[config.mk]
export PLATFORM = sky130hd
export DESIGN_NAME = rf_wb_arbiter
export DESIGN_NICKNAME = d
export VERILOG_FILES = /design/src/rtl/rf_wb_arbiter_pkg.sv /design/src/rtl/rf_wbq_fifo.sv /design/src/rtl/rf_wb_arbiter.sv
export SDC_FILE = /design/constraint.sdc
export NUM_CORES = 1
export LEC_CHECK = 0
export CAP_MARGIN = 30
export CORE_ASPECT_RATIO = 0.6
export CORE_MARGIN = 4
export CORE_UTILIZATION = 58
export CTS_CLUSTER_DIAMETER = 200
export DETAILED_ROUTE_END_ITERATION = 7
export HOLD_SLACK_MARGIN = 0.1
export PLACE_DENSITY = 0.86
export SKIP_CTS_REPAIR_TIMING = 1
export SYNTH_ARGS = -nofsm -noshare
export SYNTH_HDL_FRONTEND = slang
export SYNTH_SLANG_ARGS = --single-unit
[constraint.sdc]
create_clock -name s_clk_i -period 3.9 [get_ports s_clk_i]
set_clock_uncertainty 0.1 [all_clocks]
set_input_delay 0.78 -clock s_clk_i [delete_from_list [all_inputs] [get_ports s_clk_i]]
set_output_delay 0.78 -clock s_clk_i [all_outputs]
set_load 0.05 [all_outputs]
[src/rtl/rf_wb_arbiter_pkg.sv]
// Shared types and constants for the register-file write-back arbiter.
package rf_wb_arbiter_pkg;

  localparam int RF_WBQ_DEPTH = 4;

  typedef logic [4:0] rf_add;

  function automatic logic is_x0(input rf_add a);
    return (a == 5'd0);
  endfunction

endpackage

[src/rtl/rf_wbq_fifo.sv]
// Deferred multicycle write queue: DEPTH entries of {address, value}.
module rf_wbq_fifo
  import rf_wb_arbiter_pkg::*;
#(
  parameter int DEPTH = RF_WBQ_DEPTH,
  parameter int W     = 32
) (
  input  logic                   clk_i,
  input  logic                   rst_ni,
  input  logic                   push_i,
  input  rf_add                  add_i,
  input  logic [W-1:0]           val_i,
  input  logic                   pop_i,
  output rf_add                  head_add_o,
  output logic [W-1:0]           head_val_o,
  output logic [$clog2(DEPTH):0] count_o,
  output logic                   full_o,
  output logic                   empty_o
);

  localparam int AW = $clog2(DEPTH);
  localparam int CW = AW + 1;

  rf_add          add_mem [DEPTH];
  logic [W-1:0]   val_mem [DEPTH];
  logic [AW-1:0]  wr_q, wr_d, rd_q, rd_d;
  logic [CW-1:0]  count_q, count_d;
  logic           do_push, do_pop;

  assign full_o     = (count_q == CW'(DEPTH));
  assign empty_o    = (count_q == '0);
  assign count_o    = count_q;
  assign head_add_o = add_mem[rd_q];
  assign head_val_o = val_mem[rd_q];

  assign do_push = push_i && !full_o;
  assign do_pop  = pop_i && !empty_o;

  // DEPTH is a power of two, so pointer wrap is the natural overflow.
  always_comb begin
    wr_d    = wr_q;
    rd_d    = rd_q;
    count_d = count_q;
    if (do_push) wr_d = wr_q + AW'(1);
    if (do_pop)  rd_d = rd_q + AW'(1);
    if (do_push && !do_pop)      count_d = count_q + CW'(1);
    else if (do_pop && !do_push) count_d = count_q - CW'(1);
  end

  always_ff @(posedge clk_i or negedge rst_ni) begin
    if (!rst_ni) begin
      wr_q    <= '0;
      rd_q    <= '0;
      count_q <= '0;
    end else begin
      wr_q    <= wr_d;
      rd_q    <= rd_d;
      count_q <= count_d;
    end
  end

  always_ff @(posedge clk_i) begin
    if (do_push) begin
      add_mem[wr_q] <= add_i;
      val_mem[wr_q] <= val_i;
    end
  end

endmodule

[src/rtl/rf_wb_arbiter.sv]
// Merges the in-order pipeline result and a multicycle-unit result onto the
// register-file write port; tracks registers reserved by in-flight multicycle ops.
module rf_wb_arbiter
  import rf_wb_arbiter_pkg::*;
#(
  parameter int DEPTH = RF_WBQ_DEPTH,
  parameter int W     = 32
) (
  input  logic         s_clk_i,
  input  logic         s_resetn_i,
  input  logic         s_pw_we_i,
  input  rf_add        s_pw_add_i,
  input  logic [W-1:0] s_pw_val_i,
  input  logic         s_aw_valid_i,
  output logic         s_aw_ready_o,
  input  rf_add        s_aw_add_i,
  input  logic [W-1:0] s_aw_val_i,
  input  logic         s_rsv_i,
  input  rf_add        s_rsv_add_i,
  output logic         s_wb_we_o,
  output rf_add        s_wb_add_o,
  output logic [W-1:0] s_wb_val_o,
  output logic [31:0]  s_busy_o,
  output logic         s_full_o,
  output logic         s_err_o
);

  localparam int CW = $clog2(DEPTH) + 1;

  logic [CW-1:0] count;
  logic          full, empty;
  rf_add         head_add;
  logic [W-1:0]  head_val;
  logic          xfer, push, pop, sel;
  rf_add         sel_add;
  logic [W-1:0]  sel_val;

  logic          wb_we_q, wb_we_d;
  rf_add         wb_add_q, wb_add_d;
  logic [W-1:0]  wb_val_q, wb_val_d;
  logic [31:0]   busy_q, busy_d;
  logic          err_q, err_d;

  // Handshake: ready depends only on the registered FIFO count; a transfer is
  // valid && ready, and the source holds valid/add/val stable until it happens.
  assign s_aw_ready_o = (count < CW'(DEPTH));
  assign xfer         = s_aw_valid_i && s_aw_ready_o;

  rf_wbq_fifo #(.DEPTH(DEPTH), .W(W)) u_fifo (
    .clk_i      (s_clk_i),
    .rst_ni     (s_resetn_i),
    .push_i     (push),
    .add_i      (s_aw_add_i),
    .val_i      (s_aw_val_i),
    .pop_i      (pop),
    .head_add_o (head_add),
    .head_val_o (head_val),
    .count_o    (count),
    .full_o     (full),
    .empty_o    (empty)
  );

  // Pipeline first, then queued results, then a direct bypass.
  always_comb begin
    push    = 1'b0;
    pop     = 1'b0;
    sel     = 1'b0;
    sel_add = s_pw_add_i;
    sel_val = s_pw_val_i;
    if (s_pw_we_i) begin
      sel  = 1'b1;
      push = xfer;
    end else if (!empty) begin
      sel     = 1'b1;
      pop     = 1'b1;
      push    = xfer;
      sel_add = head_add;
      sel_val = head_val;
    end else if (xfer) begin
      sel     = 1'b1;
      sel_add = s_aw_add_i;
      sel_val = s_aw_val_i;
    end
  end

  always_comb begin
    wb_we_d  = sel && !is_x0(sel_add);
    wb_add_d = sel ? sel_add : wb_add_q;
    wb_val_d = sel ? sel_val : wb_val_q;
  end

  // Clear before set so a same-cycle re-reservation survives the retiring one.
  always_comb begin
    busy_d = busy_q;
    if (xfer) busy_d[s_aw_add_i] = 1'b0;
    if (s_rsv_i && !is_x0(s_rsv_add_i)) busy_d[s_rsv_add_i] = 1'b1;
    busy_d[0] = 1'b0;
  end

  always_comb begin
    err_d = err_q;
    if (s_rsv_i && !is_x0(s_rsv_add_i) && busy_q[s_rsv_add_i] &&
        !(xfer && (s_aw_add_i == s_rsv_add_i)))
      err_d = 1'b1;
    if (s_pw_we_i && busy_q[s_pw_add_i]) err_d = 1'b1;
    if (xfer && !busy_q[s_aw_add_i])     err_d = 1'b1;
  end

  always_ff @(posedge s_clk_i or negedge s_resetn_i) begin
    if (!s_resetn_i) begin
      wb_we_q  <= 1'b0;
      wb_add_q <= '0;
      wb_val_q <= '0;
      busy_q   <= '0;
      err_q    <= 1'b0;
    end else begin
      wb_we_q  <= wb_we_d;
      wb_add_q <= wb_add_d;
      wb_val_q <= wb_val_d;
      busy_q   <= busy_d;
      err_q    <= err_d;
    end
  end

  assign s_wb_we_o  = wb_we_q;
  assign s_wb_add_o = wb_add_q;
  assign s_wb_val_o = wb_val_q;
  assign s_busy_o   = busy_q;
  assign s_full_o   = full;
  assign s_err_o    = err_q;

endmodule

After elaboration in Yosys (flattened, before gate mapping)
Memories as Yosys holds them, arrays and structs flattened. Cells that the tools add are included.

Add/sub/neg operators: 4. $lt $le $gt $ge: 6. Eq/ne operators: 2. Multiplexer cells: 32. Bitwise operators: 3. Reduce and logical (&&, ||, !) cells: 27.

Operator list (number): 2-to-1 mux 32 bit (5); bitwise AND 32 bit (1); inverter 32 bit (1); bitwise OR 32 bit (1); less-than comparator 5 x 6 -> 1 bit, second input constant (3); 2-to-1 mux 1 bit (17); binary-select mux 1 bit (select 5 bit) (3); 2-to-1 mux 5 bit (3); logical AND 1 bit (14); demux 1 bit (select 5 bit) (2); greater-or-equal comparator 5 x 1 -> 1 bit, second input constant (2); logical NOT 5 bit (2); logical NOT 1 bit (8); 2-to-1 mux 3 bit (2); equality test 5 bit (1); adder 2 x 1 -> 2 bit, second input constant (2); adder 3 x 1 -> 3 bit, second input constant (1); equality test 3 bit, second input constant (1); logical NOT 3 bit (1); less-than comparator 3 bit, second input constant (1); nonzero test 3 bit (1); subtractor 3 x 1 -> 3 bit, second input constant (1); nonzero test 2 bit (1).

Register bits after elaboration: 77. RAM bits: 148. Bits of input ports: 84. Memories kept: 2.

Memory list: u_fifo.val_mem (depth 4, bits a word 32, rd ports 1, clocked after memory_dff 0, write ports 1, line rf_wbq_fifo.sv:25) `logic [W-1:0] val_mem [DEPTH];`; u_fifo.add_mem (depth 4, bits a word 5, rd ports 1, clocked after memory_dff 0, write ports 1, line rf_wbq_fifo.sv:24) `rf_add add_mem [DEPTH];`.

Longest topological paths before layout
Word-level depth: 9. Gate-level depth with buffers: 9. Gate-level depth less buffers: 9.

Hierarchy
A second synthesis with hierarchy kept.

Cell total of the unflattened synthesis: 741. Area, all modules: 10152.2 um^2.

Modules (own cells, without submodules): rf_wbq_fifo (instances 1, cells an instance 229, area an instance 5749.3 um^2, sequential area each 4619.4 um^2); rf_wb_arbiter (instances 1, cells an instance 512, area an instance 4403.0 um^2, sequential area each 1751.7 um^2).

Worst setup path after synthesis
OpenSTA, ideal clock, no wires.

Path type: input to register. Start: input port s_aw_valid_i. End: memory u_fifo.add_mem[0][0] in the netlist's numbering (enable). Setup time: 0.398 ns. Arrival: 2.275 ns. Data required time: 3.402 ns. Slack: 1.127 ns. Cell stages on the path: 4. Path buffers: 1. Cell sequence: nand2b_1 > clkbuf_1 > nor2_1 > and2_1.

Word-level cells in the longest chain between the ends: 6.

Ends and longest elaborated chain: start: declaration (line rf_wb_arbiter.sv:14) `input logic s_aw_valid_i,`; logical AND 1 bit * (line rf_wb_arbiter.sv:47) `assign xfer = s_aw_valid_i && s_aw_ready_o;`; 2-to-1 mux 1 bit (line rf_wb_arbiter.sv:73) `end else if (!empty) begin`; 2-to-1 mux 1 bit * (line rf_wb_arbiter.sv:70) `if (s_pw_we_i) begin`; logical AND 1 bit * (line rf_wbq_fifo.sv:36) `assign do_push = push_i && !full_o;`; via u_fifo.do_push (line rf_wbq_fifo.sv:28) `logic do_push, do_pop;`; 2-to-1 mux 1 bit * (line rf_wbq_fifo.sv:63) `if (do_push) begin`; 2-to-1 mux 1 bit (implied by the code) * (line rf_wbq_fifo.sv:64) `add_mem[wr_q] <= add_i;`; end: declaration (line rf_wbq_fifo.sv:24).

Mark *: on every way through the listed nets, which the timed path passes. The rest lies on a longest branch.

Worst setup path after layout
Start: register u_fifo.count_q[2] (netlist: u_fifo.count_o[2]). End: output port s_full_o.

Word-level cells in the longest chain between the ends: 1.

Ends and longest elaborated chain: start: declaration (line rf_wbq_fifo.sv:27) `logic [CW-1:0] count_q, count_d;`; start signal: assignment (line rf_wbq_fifo.sv:58) `count_q <= count_d;`; equality test 3 bit (line rf_wbq_fifo.sv:30) `assign full_o = (count_q == CW'(DEPTH));`; end: declaration (line rf_wb_arbiter.sv:24) `output logic s_full_o,`.

Every way passes these cells.

==> metrics <==
peak supply drop=0.0003438 V; Die Y=110.1 um; commonest cells in the netlist=148 x edfxtp_1, 109 x nand2_1, 99 x o21ai_0, 77 x dfrtp_1, 67 x a21oi_1; count of TritonRoute iterations in the first routing pass=5; total nets after synthesis=829; Hold WS=389.7 ps; dpl ws=752.9 ps; power density cells=714.7 nW/um2; final standard cell count with taps included and fillers excluded=1137; library cell with the highest instance count after synthesis=edfxtp_1; endpoint class of the critical path=output port; Period minus WS final=3127 ps; Crit path arrival time=2250 ps; IO Count=157; final setup fails=0; FFs w/ async S/R, synth=34.22%; width of the die=178.1 um; total global-route track usage=28.06%; diodes inserted=0; antenna violations before repair=2; relative slew slack=50.68%; number of synthesized flops with an enable pin=148; Final GP Congestion=1.008; minimum setup slack in the final design=772.6 ps; Post-Synthesis Cell Area=10070 um2; Hold/Removal Path Class=reg2reg; DP HPWL=18.13 mm; largest driver fanout on the critical path=5; total length of routed wires=27.04 mm; Iteration-0 DRC Markers=854; leading area contributor after synthesis=edfxtp_1; transition time at the pin with the least slew margin=737.5 ps; effective utilization at floorplan=58.97%; TritonCTS Buffers=21; library cell contributing the largest single delay on the critical path=clkdlybuf4s50_1; crit path buf inv count=2; CTS sink count=225; full die area=19610 um2; Port Buf Inserts=155; Inst Count DP=1099; global-route wire length before repair=41.54 mm; Cell Rows=37; final-stage net count=979; cells traversed along the worst timing path=inv_1 > nor3_1 > clkdlybuf4s50_1; part of the cycle the worst path needs=80.19%; outcome=finished clean; type of the worst setup path=reg2out; Via-to-Cell Ratio=6.346; top cell family by delay on the critical path=buffers and inverters; H-Tree Level Count=1; RSZ-0062 raised after global routing=no; area share of the largest cell type after synthesis=44.12%; unique cell type count in the Yosys netlist=51; reported leakage power=4.500 nW; grt total ovfl=0; detail-routed net length per standard cell=23.78 um; syn_area_per_cell=13.63 um2; delay of the slowest cell on the worst path=880 ps; fraction of final layout cells with drive strength greater than 1=14.62%; via count=7215; max cap viols=0; post-route ant nets=0; pin count of the biggest net entering global routing=64; startpoint type of the worst setup path=register; part of the Yosys area used for sequential elements=63.25%; Max Root-Sink Buffers=3; Cells after Synth=739; vias in the first global route=7235; Max Slew Vio Count=0; clock tree from TritonCTS=yes; Warnings, synthesis=0; latest clock arrival within the worst-skew pair=490 ps; Fmax=319.8 MHz; synthesis-to-finish area growth=25.10%; core footprint=17080 um2; Residual DRC=0; most used flip-flop cell after synthesis=edfxtp_1; setup TNS=0 ps; Final Hold Fails=0; clock-pin slew reported for the worst setup and hold paths after clock tree synthesis=70 ps; cell chosen for the clock root=clkbuf_16; most area-consuming cells after synthesis=edfxtp_1 44%, dfrtp_1 19%, mux4_2 11%, o21ai_0 4.9%, nand2_1 4.1%; number of synthesized register bits=225; data required time at the worst endpoint=3020 ps
==> sequential cells by signal, summed over array words and instances, names as in the netlist <==
signal and flops:
u_fifo.wr_q 2, s_err_o 1, s_wb_we_o 1, s_wb_val_o 32, s_busy_o 31, s_wb_add_o 5
u_fifo.val_mem 128, u_fifo.add_mem 20, u_fifo.count_o 3, u_fifo.rd_q 2
==> power by group <==
part / switching (mW) / internal, mW
sequential: 0.449 / 3.05
combinational: 2.11 / 1.39
clock: 0.849 / 1.16
total: 3.41 / 5.60
==> routing by layer <==
layer	vias up	track usage, %	wire [um]
met5	-	0	21
met4	4	6.839	552
met3	60	9.611	3693
met2	487	39.69	11790
met1	3564	42.42	10990
li1	3100	-	-
==> worst paths after layout <==
| path | start | endpoint | slack, ps | cells after the start |
|---|---|---|---|---|
| max | u_fifo.count_o[2] | s_full_o | 770 | 3 |
| min | s_wb_add_o[2] | s_wb_add_o[2] | 390 | 2 |
| max in group asynchronous | s_resetn_i | s_busy_o[5] | 2490 | 3 |
| max reg2reg | u_fifo.count_o[0] | u_fifo.count_o[2] | 1360 | 9 |
| min reg2reg | s_wb_add_o[2] | s_wb_add_o[2] | 390 | 2 |
| min in group asynchronous | s_resetn_i | s_wb_val_o[29] | 590 | 2 |
==> cells in the final DEF, fill, tap and decap left out, types with 3 or more instances in the layout <==
| cell type | Yosys | final |
|---|---|---|
| nand2_1 | 109 | 109 |
| nor2_1 | 5 | 5 |
| dfrtp_1 | 77 | 75 |
| clkinv_2 | 0 | 6 |
| or3_1 | 6 | 5 |
| nor3b_1 | 4 | 4 |
| xnor2_1 | 6 | 6 |
| a21oi_1 | 67 | 67 |
| nand3b_1 | 9 | 9 |
| mux2_2 | 16 | 16 |
| nor2b_1 | 5 | 4 |
| o21ai_0 | 99 | 99 |
| and3_1 | 3 | 3 |
| nor3_1 | 3 | 3 |
| edfxtp_1 | 148 | 148 |
| a31oi_1 | 3 | 3 |
| mux2i_1 | 15 | 15 |
| nand3_1 | 7 | 7 |
| clkdlybuf4s50_1 | 0 | 153 |
| clkbuf_16 | 0 | 21 |
| buf_12 | 0 | 3 |
| o22ai_1 | 3 | 3 |
| and2_2 | 0 | 4 |
| clkbuf_1 | 34 | 3 |
| ha_1 | 5 | 5 |
| or3b_2 | 3 | 3 |
| buf_4 | 1 | 15 |
| mux4_2 | 49 | 49 |
| xor2_1 | 5 | 5 |
| nand2b_1 | 4 | 3 |
| inv_1 | 9 | 9 |
==> stage by stage <==
step	area (um2)	total power [mW]	util, %
2_1_floorplan	10070	5.750	-
3_3_place_gp	11890	6.890	69.63
3_5_place_dp	11920	6.986	69.79
4_1_cts	12590	9.002	73.71
5_1_grt	12600	9.401	73.77
6_report	12600	9.007	73.77
==> cell type report <==
class,count,area [um2]
Sequential cell,225,6374
Fill cell,1067,4481
Multi-Input combinational cell,458,3485
Timing Repair Buffer,174,1747
Clock buffer,26,564.3
Tap cell,234,292.8
Clock inverter,11,106.4
Inverter,9,33.78
==> cells by family after synthesis <==
family	share of synthesized area [%]
AO/OA/AOI/OAI	10.17
XOR/XNOR	0.9564
adder cells (fa/ha/maj)	0.8198
buffers and inverters	2.323
flip-flops	63.25
multiplexers	14.50
other	0.03723
AND/OR/NAND/NOR	7.949
==> worst min-delay path, cell delays in order, from the launching register on <==
cell	delay, ps
dfrtp_1	350
nand2_1	50
o21ai_0	60
No activity file was read; power rests on OpenSTA's default activity.
